`config.mk`:
```
export PLATFORM = sky130hd
export DESIGN_NAME = seq_multiplier
export DESIGN_NICKNAME = d
export VERILOG_FILES = /design/src/rtl/arith_pkg.sv /design/src/rtl/mult_addsub.sv /design/src/rtl/seq_multiplier.sv
export SDC_FILE = /design/constraint.sdc
export NUM_CORES = 1
export LEC_CHECK = 0
export ABC_AREA = 0
export ABC_CLOCK_PERIOD_IN_PS = 3450
export CAP_MARGIN = 20
export CORE_ASPECT_RATIO = 1.5
export CORE_MARGIN = 2
export CORE_UTILIZATION = 45
export CTS_CLUSTER_DIAMETER = 60
export DETAILED_ROUTE_END_ITERATION = 7
export PLACE_DENSITY = 0.68
export SLEW_MARGIN = 15
export SYNTH_ARGS = -nofsm -noshare
export SYNTH_HDL_FRONTEND = slang
export SYNTH_SLANG_ARGS = --single-unit
```
`constraint.sdc`:
```
create_clock -name clk_i -period 3.45 [get_ports clk_i]
set_input_delay 0.69 -clock clk_i [delete_from_list [all_inputs] [get_ports clk_i]]
set_output_delay 0.69 -clock clk_i [all_outputs]
set_load 0.02 [all_outputs]
```
`src/rtl/arith_pkg.sv`:
```
// Shared definitions for the arithmetic datapath: multiplier FSM encoding
// and the multiply mode constants also used by the control unit.
package arith_pkg;

  typedef enum logic [1:0] {
    IDLE  = 2'd0,
    ADD   = 2'd1,
    SHIFT = 2'd2,
    DONE  = 2'd3
  } mult_state_e;

  localparam logic MUL_UNSIGNED = 1'b0;
  localparam logic MUL_SIGNED   = 1'b1;

endpackage

```
`src/rtl/mult_addsub.sv`:
```
// Combinational WIDTH+1 adder/subtractor: a +/- m, with m zero-extended
// in unsigned mode and sign-extended in signed mode.
module mult_addsub
  import arith_pkg::*;
#(
  parameter int WIDTH = 16
) (
  input  logic [WIDTH:0]   a_i,
  input  logic [WIDTH-1:0] m_i,
  input  logic             mode_i,
  input  logic             sub_i,
  output logic [WIDTH:0]   sum_o
);

  logic [WIDTH:0] m_ext;

  always_comb begin
    m_ext = (mode_i == MUL_SIGNED) ? {m_i[WIDTH-1], m_i} : {1'b0, m_i};
    sum_o = sub_i ? (a_i - m_ext) : (a_i + m_ext);
  end

endmodule

```
`src/rtl/seq_multiplier.sv`:
```
// Multi-cycle multiplier: unsigned shift-add or signed radix-2 Booth,
// one ADD and one SHIFT cycle per multiplier bit, DONE pulse at the end.
module seq_multiplier
  import arith_pkg::*;
#(
  parameter int WIDTH = 16,
  parameter int CNT_W = 5
) (
  input  logic               clk_i,
  input  logic               rst_ni,
  input  logic               clr_i,
  input  logic               mult_en_i,
  input  logic               mul_sel_i,
  input  logic [WIDTH-1:0]   a_in_i,
  input  logic [WIDTH-1:0]   b_in_i,
  output logic               busy_o,
  output logic               done_o,
  output logic [2*WIDTH-1:0] product_o,
  output logic [1:0]         state_o
);

  mult_state_e        state_q, state_d;
  logic [WIDTH:0]     a_q, a_d;
  logic [WIDTH-1:0]   q_q, q_d;
  logic [WIDTH-1:0]   m_q, m_d;
  logic               q1_q, q1_d;
  logic [CNT_W-1:0]   cnt_q, cnt_d;
  logic               mode_q, mode_d;
  logic [2*WIDTH-1:0] prod_q, prod_d;

  logic               add_en, sub_en;
  logic [WIDTH:0]     sum;
  logic [WIDTH:0]     shift_a;
  logic [WIDTH-1:0]   shift_q;

  mult_addsub #(.WIDTH(WIDTH)) u_addsub (
    .a_i    (a_q),
    .m_i    (m_q),
    .mode_i (mode_q),
    .sub_i  (sub_en),
    .sum_o  (sum)
  );

  // Booth recodes {Q[0], Q_1}; shift-add only looks at Q[0].
  always_comb begin
    add_en = 1'b0;
    sub_en = 1'b0;
    if (mode_q == MUL_UNSIGNED) begin
      add_en = q_q[0];
    end else begin
      add_en = ({q_q[0], q1_q} == 2'b01);
      sub_en = ({q_q[0], q1_q} == 2'b10);
    end
    shift_a = {(mode_q == MUL_SIGNED) ? a_q[WIDTH] : 1'b0, a_q[WIDTH:1]};
    shift_q = {a_q[0], q_q[WIDTH-1:1]};
  end

  always_comb begin
    state_d = state_q;
    a_d     = a_q;
    q_d     = q_q;
    m_d     = m_q;
    q1_d    = q1_q;
    cnt_d   = cnt_q;
    mode_d  = mode_q;
    prod_d  = prod_q;
    case (state_q)
      IDLE: begin
        if (mult_en_i) begin
          m_d     = a_in_i;
          q_d     = b_in_i;
          a_d     = '0;
          q1_d    = 1'b0;
          cnt_d   = CNT_W'(WIDTH);
          mode_d  = mul_sel_i;
          state_d = ADD;
        end
      end
      ADD: begin
        if (add_en || sub_en) a_d = sum;
        state_d = SHIFT;
      end
      SHIFT: begin
        a_d   = shift_a;
        q_d   = shift_q;
        q1_d  = q_q[0];
        cnt_d = cnt_q - CNT_W'(1);
        if (cnt_q == CNT_W'(1)) begin
          prod_d  = {shift_a[WIDTH-1:0], shift_q};
          state_d = DONE;
        end else begin
          state_d = ADD;
        end
      end
      DONE: state_d = IDLE;
      default: state_d = IDLE;
    endcase
    // Abort wins over everything, including a start request in IDLE.
    if (clr_i) begin
      state_d = IDLE;
      cnt_d   = '0;
    end
  end

  always_ff @(posedge clk_i or negedge rst_ni) begin
    if (!rst_ni) begin
      state_q <= IDLE;
      a_q     <= '0;
      q_q     <= '0;
      m_q     <= '0;
      q1_q    <= 1'b0;
      cnt_q   <= '0;
      mode_q  <= MUL_UNSIGNED;
      prod_q  <= '0;
    end else begin
      state_q <= state_d;
      a_q     <= a_d;
      q_q     <= q_d;
      m_q     <= m_d;
      q1_q    <= q1_d;
      cnt_q   <= cnt_d;
      mode_q  <= mode_d;
      prod_q  <= prod_d;
    end
  end

  assign busy_o    = (state_q != IDLE);
  assign done_o    = (state_q == DONE);
  assign product_o = prod_q;
  assign state_o   = state_q;

endmodule

```
==> impl_metrics.csv <==
group,metric,value,unit
setup_path,crit_type,"reg2reg",
final_layout,synthToLayoutAreaGrowth,24.16,%
power_and_ir_drop,power.density,874.9,mW/mm^2
drt,wl_per_cell,16.44,microns
status,status,"finished, final reports clean",
synthesis,async_flop_share,1.000,
sta,finalCritPeriodShare,0.9552,
drt,viasPerCell,5.492,
cts,numCtsBuffers,9,
sta,skew,0.006725,ns
cts,h-tree-depth,3,
final_layout,utilization,0.5736,
floorplanning,die_area,0.01217,sq mm
placement,gp_congestion,1.002,
setup_path,end_kind,"register",
cts,clk_pin_slew,0.07,ns
final_layout,n_antenna_cell,0,
setup_path,startpoint_type,"register",
power_and_ir_drop,peakVddDrop,0.0003901,V
synthesis,syn_avg_cell_area,10.26,sq um
global_route,grt_pass1_wl,19950,microns
sta,tns,0,ns
floorplanning,core,0.01100,sq mm
floorplanning,dieHeight,134.1,microns
global_route,grt_max_degree,48,
cts,clockBufferDepth,2,
sta,setup_viol,0,
drt,drt-total-wl,11790,microns
placement,placed_area,0.005956,sq mm
min_path,hold_path_class,"in2async",
placement,dp_hpwl,8707,microns
power_and_ir_drop,leakage,2.805,nW
synthesis,syn-num-nets,557,
sta,rsz0062_at_grt,"false",
synthesis,syn_area,0.005080,sq mm
synthesis,ys_seq_area_frac,0.4433,
synthesis,synth_cell_type_count,65,
sta,worstMarginPinSlew,1.008,ns
floorplanning,fp.dieW,90.75,microns
final_layout,fin_nets,627,
drt,firstDrtPassIters,4,
synthesis,ys_ff_latch,90,
sta,maxSlewHeadroom,0.3283,
floorplanning,io_pins,73,
global_route,antenna_found_initial,0,
setup_path,arrival,3.52,ns
setup_path,crit_required,3.68,ns
cts,postCtsSetupBuffers,0,
sta,timing.fmax,303.4,MHz
placement,dp_cells,701,
synthesis,yosysWarnings,0,
drt,drcViolationCount,0,
sta,hold_viol,0,
global_route,grt.total_usage,0.2040,
global_route,grt_pass1_vias,4120,
sta,min_period,3.296,ns
cts,cts_tree,"built",
synthesis,synthFlopType,"dfrtp_1",
sta,worst_hold_slack,0.3411,ns
final_layout,finalNonFillerCells,717,
run,drv_cap,0,
floorplanning,rows,47,
drt,detailedRoute.firstIterationViolations,180,
cts,root_buffer,"clkbuf_16",
drt,detail-route-antenna-nets,0,
floorplanning,initial_utilization,0.4619,
synthesis,postSynthCellCount,495,
global_route,grt_overflow,0,
cts,clock_sinks,90,
final_layout,final_area,0.006307,sq mm
placement,io_buffer_count,72,
setup_path,cp_max_fo,6,
synthesis,synth_edf_count,0,
drt,vias,3938,
sta,maxSlewViolCount,0,
final_layout,layout-drive-gt1-share,0.1491,
cts,insertion_delay,0.34,ns
worst max-delay path, stage by stage, from the launching register on:
cell	delay, ns
dfrtp_1	0.43
or3_1	0.38
or3_4	0.38
o31ai_2	0.25
xor2_1	0.10
ha_1	0.40
and4_1	0.25
and3_4	0.19
o21ai_2	0.06
a311o_1	0.40
and4_4	0.20
a21oi_2	0.09
nand3_1	0.07
cells by family after synthesis:
logic type	after synthesis	share of synthesized area
muxes	65	0.1394
DFF	90	0.4433
buffers and inverters	38	0.03128
xor gates and xnor gates	22	0.03793
adders and majority gates	25	0.06305
and+or+nand+nor	142	0.1360
AOI/OAI and AO/OA	113	0.1490
report_power, final:
| part | leakage [nW] | internal, mW | switching [mW] |
|---|---|---|---|
| clock network | 0.156 | 0.641 | 0.430 |
| logic | 1.47 | 1.18 | 1.51 |
| registers | 1.18 | 1.40 | 0.347 |
synthesized netlist by cell type (all sizes together), types with 2 or more instances:
cell type,instances,share of area
dfrtp,90,0.44
clkbuf,10,0.0074
mux2i,19,0.037
nor3b,4,0.0059
o31ai,7,0.013
ha,24,0.059
nand2,56,0.041
a31oi,5,0.0091
a21o,5,0.0076
xnor2,9,0.016
inv,19,0.014
o21ai,41,0.041
mux2,46,0.10
nor2,28,0.021
xor2,13,0.022
nand3,13,0.014
o211ai,9,0.013
and4,2,0.0039
a32o,2,0.0039
nand4,2,0.0025
or3,4,0.0049
a21oi,22,0.025
nor3,7,0.0069
nor4b,2,0.0034
nand2b,8,0.0099
o21a,3,0.0044
buf,9,0.0099
and3,6,0.0086
a211oi,5,0.0074
a22oi,3,0.0044
nand3b,2,0.0030
and2,3,0.0039
final cells by class:
type                            instances  area, sq um
Multi-Input combinational cell        367         2696
Clock inverter                          7        102.6
Fill cell                             964         4690
Tap cell                              147        183.9
Timing Repair Buffer                   78        775.7
Clock buffer                            9        225.2
Sequential cell                        90         2252
Inverter                               19        71.32
metal layers:
| layer | vias up | global-route usage | part of all wire |
|---|---|---|---|
| met2 | 105 | 0.3665 | 0.52 |
| li1 | 1919 | - | - |
| met3 | 22 | 0.03090 | 0.043 |
| met4 | 0 | 0.09573 | 0.026 |
| met5 | - | 0 | 0 |
| met1 | 1892 | 0.2378 | 0.41 |
stage by stage:
stage          power (mW)  setup slack, ns
3_3_place_gp        4.361           0.1431
3_5_place_dp        4.417          0.07937
6_report            5.518           0.1544
2_1_floorplan       3.642           0.3203
5_1_grt             5.930          0.01386
4_1_cts             5.519          0.06817
flip-flops by register name (all words and copies together), names as in the netlist:
register / count
q1_q: 1
mode_q: 1
a_q: 17
state_o: 2
cnt_q: 5
product_o: 32
m_q: 16
q_q: 16
timing repair:
item | in CTS | in global routing
gates resized for setup | 0 | 5
hold buffers | 0 | 0
endpoints found under the setup margin | 0 | 5
path summary, 6_finish.rpt:
kind | start | endpoint | slack, ns | cells after the start
setup / recovery | m_q[2]$_DFFE_PN0P_ | a_q[16]$_DFFE_PN0P_ | 0.15 | 12
setup reg to reg | m_q[2]$_DFFE_PN0P_ | a_q[16]$_DFFE_PN0P_ | 0.15 | 12
hold / removal | rst_ni | state_o[0]$_DFFE_PN0P_ | 0.34 | 1
hold reg to reg | product_o[15]$_DFFE_PN0P_ | product_o[15]$_DFFE_PN0P_ | 0.49 | 2
min in group clk_i | product_o[15]$_DFFE_PN0P_ | product_o[15]$_DFFE_PN0P_ | 0.49 | 2
max in group asynchronous | rst_ni | q_q[9]$_DFFE_PN0P_ | 2.46 | 2
cells in the final DEF, fill, tap and decap left out, types with 12 or more instances in the layout:
cell,count
mux2_2,41
o21ai_0,37
nor2_1,28
nand2_1,56
clkdlybuf4s50_1,71
dfrtp_1,90
nand3_1,12
ha_1,23
inv_1,18
mux2i_1,19
a21oi_1,20
xor2_1,13
Note: power is estimated with default switching activity, not from simulation.
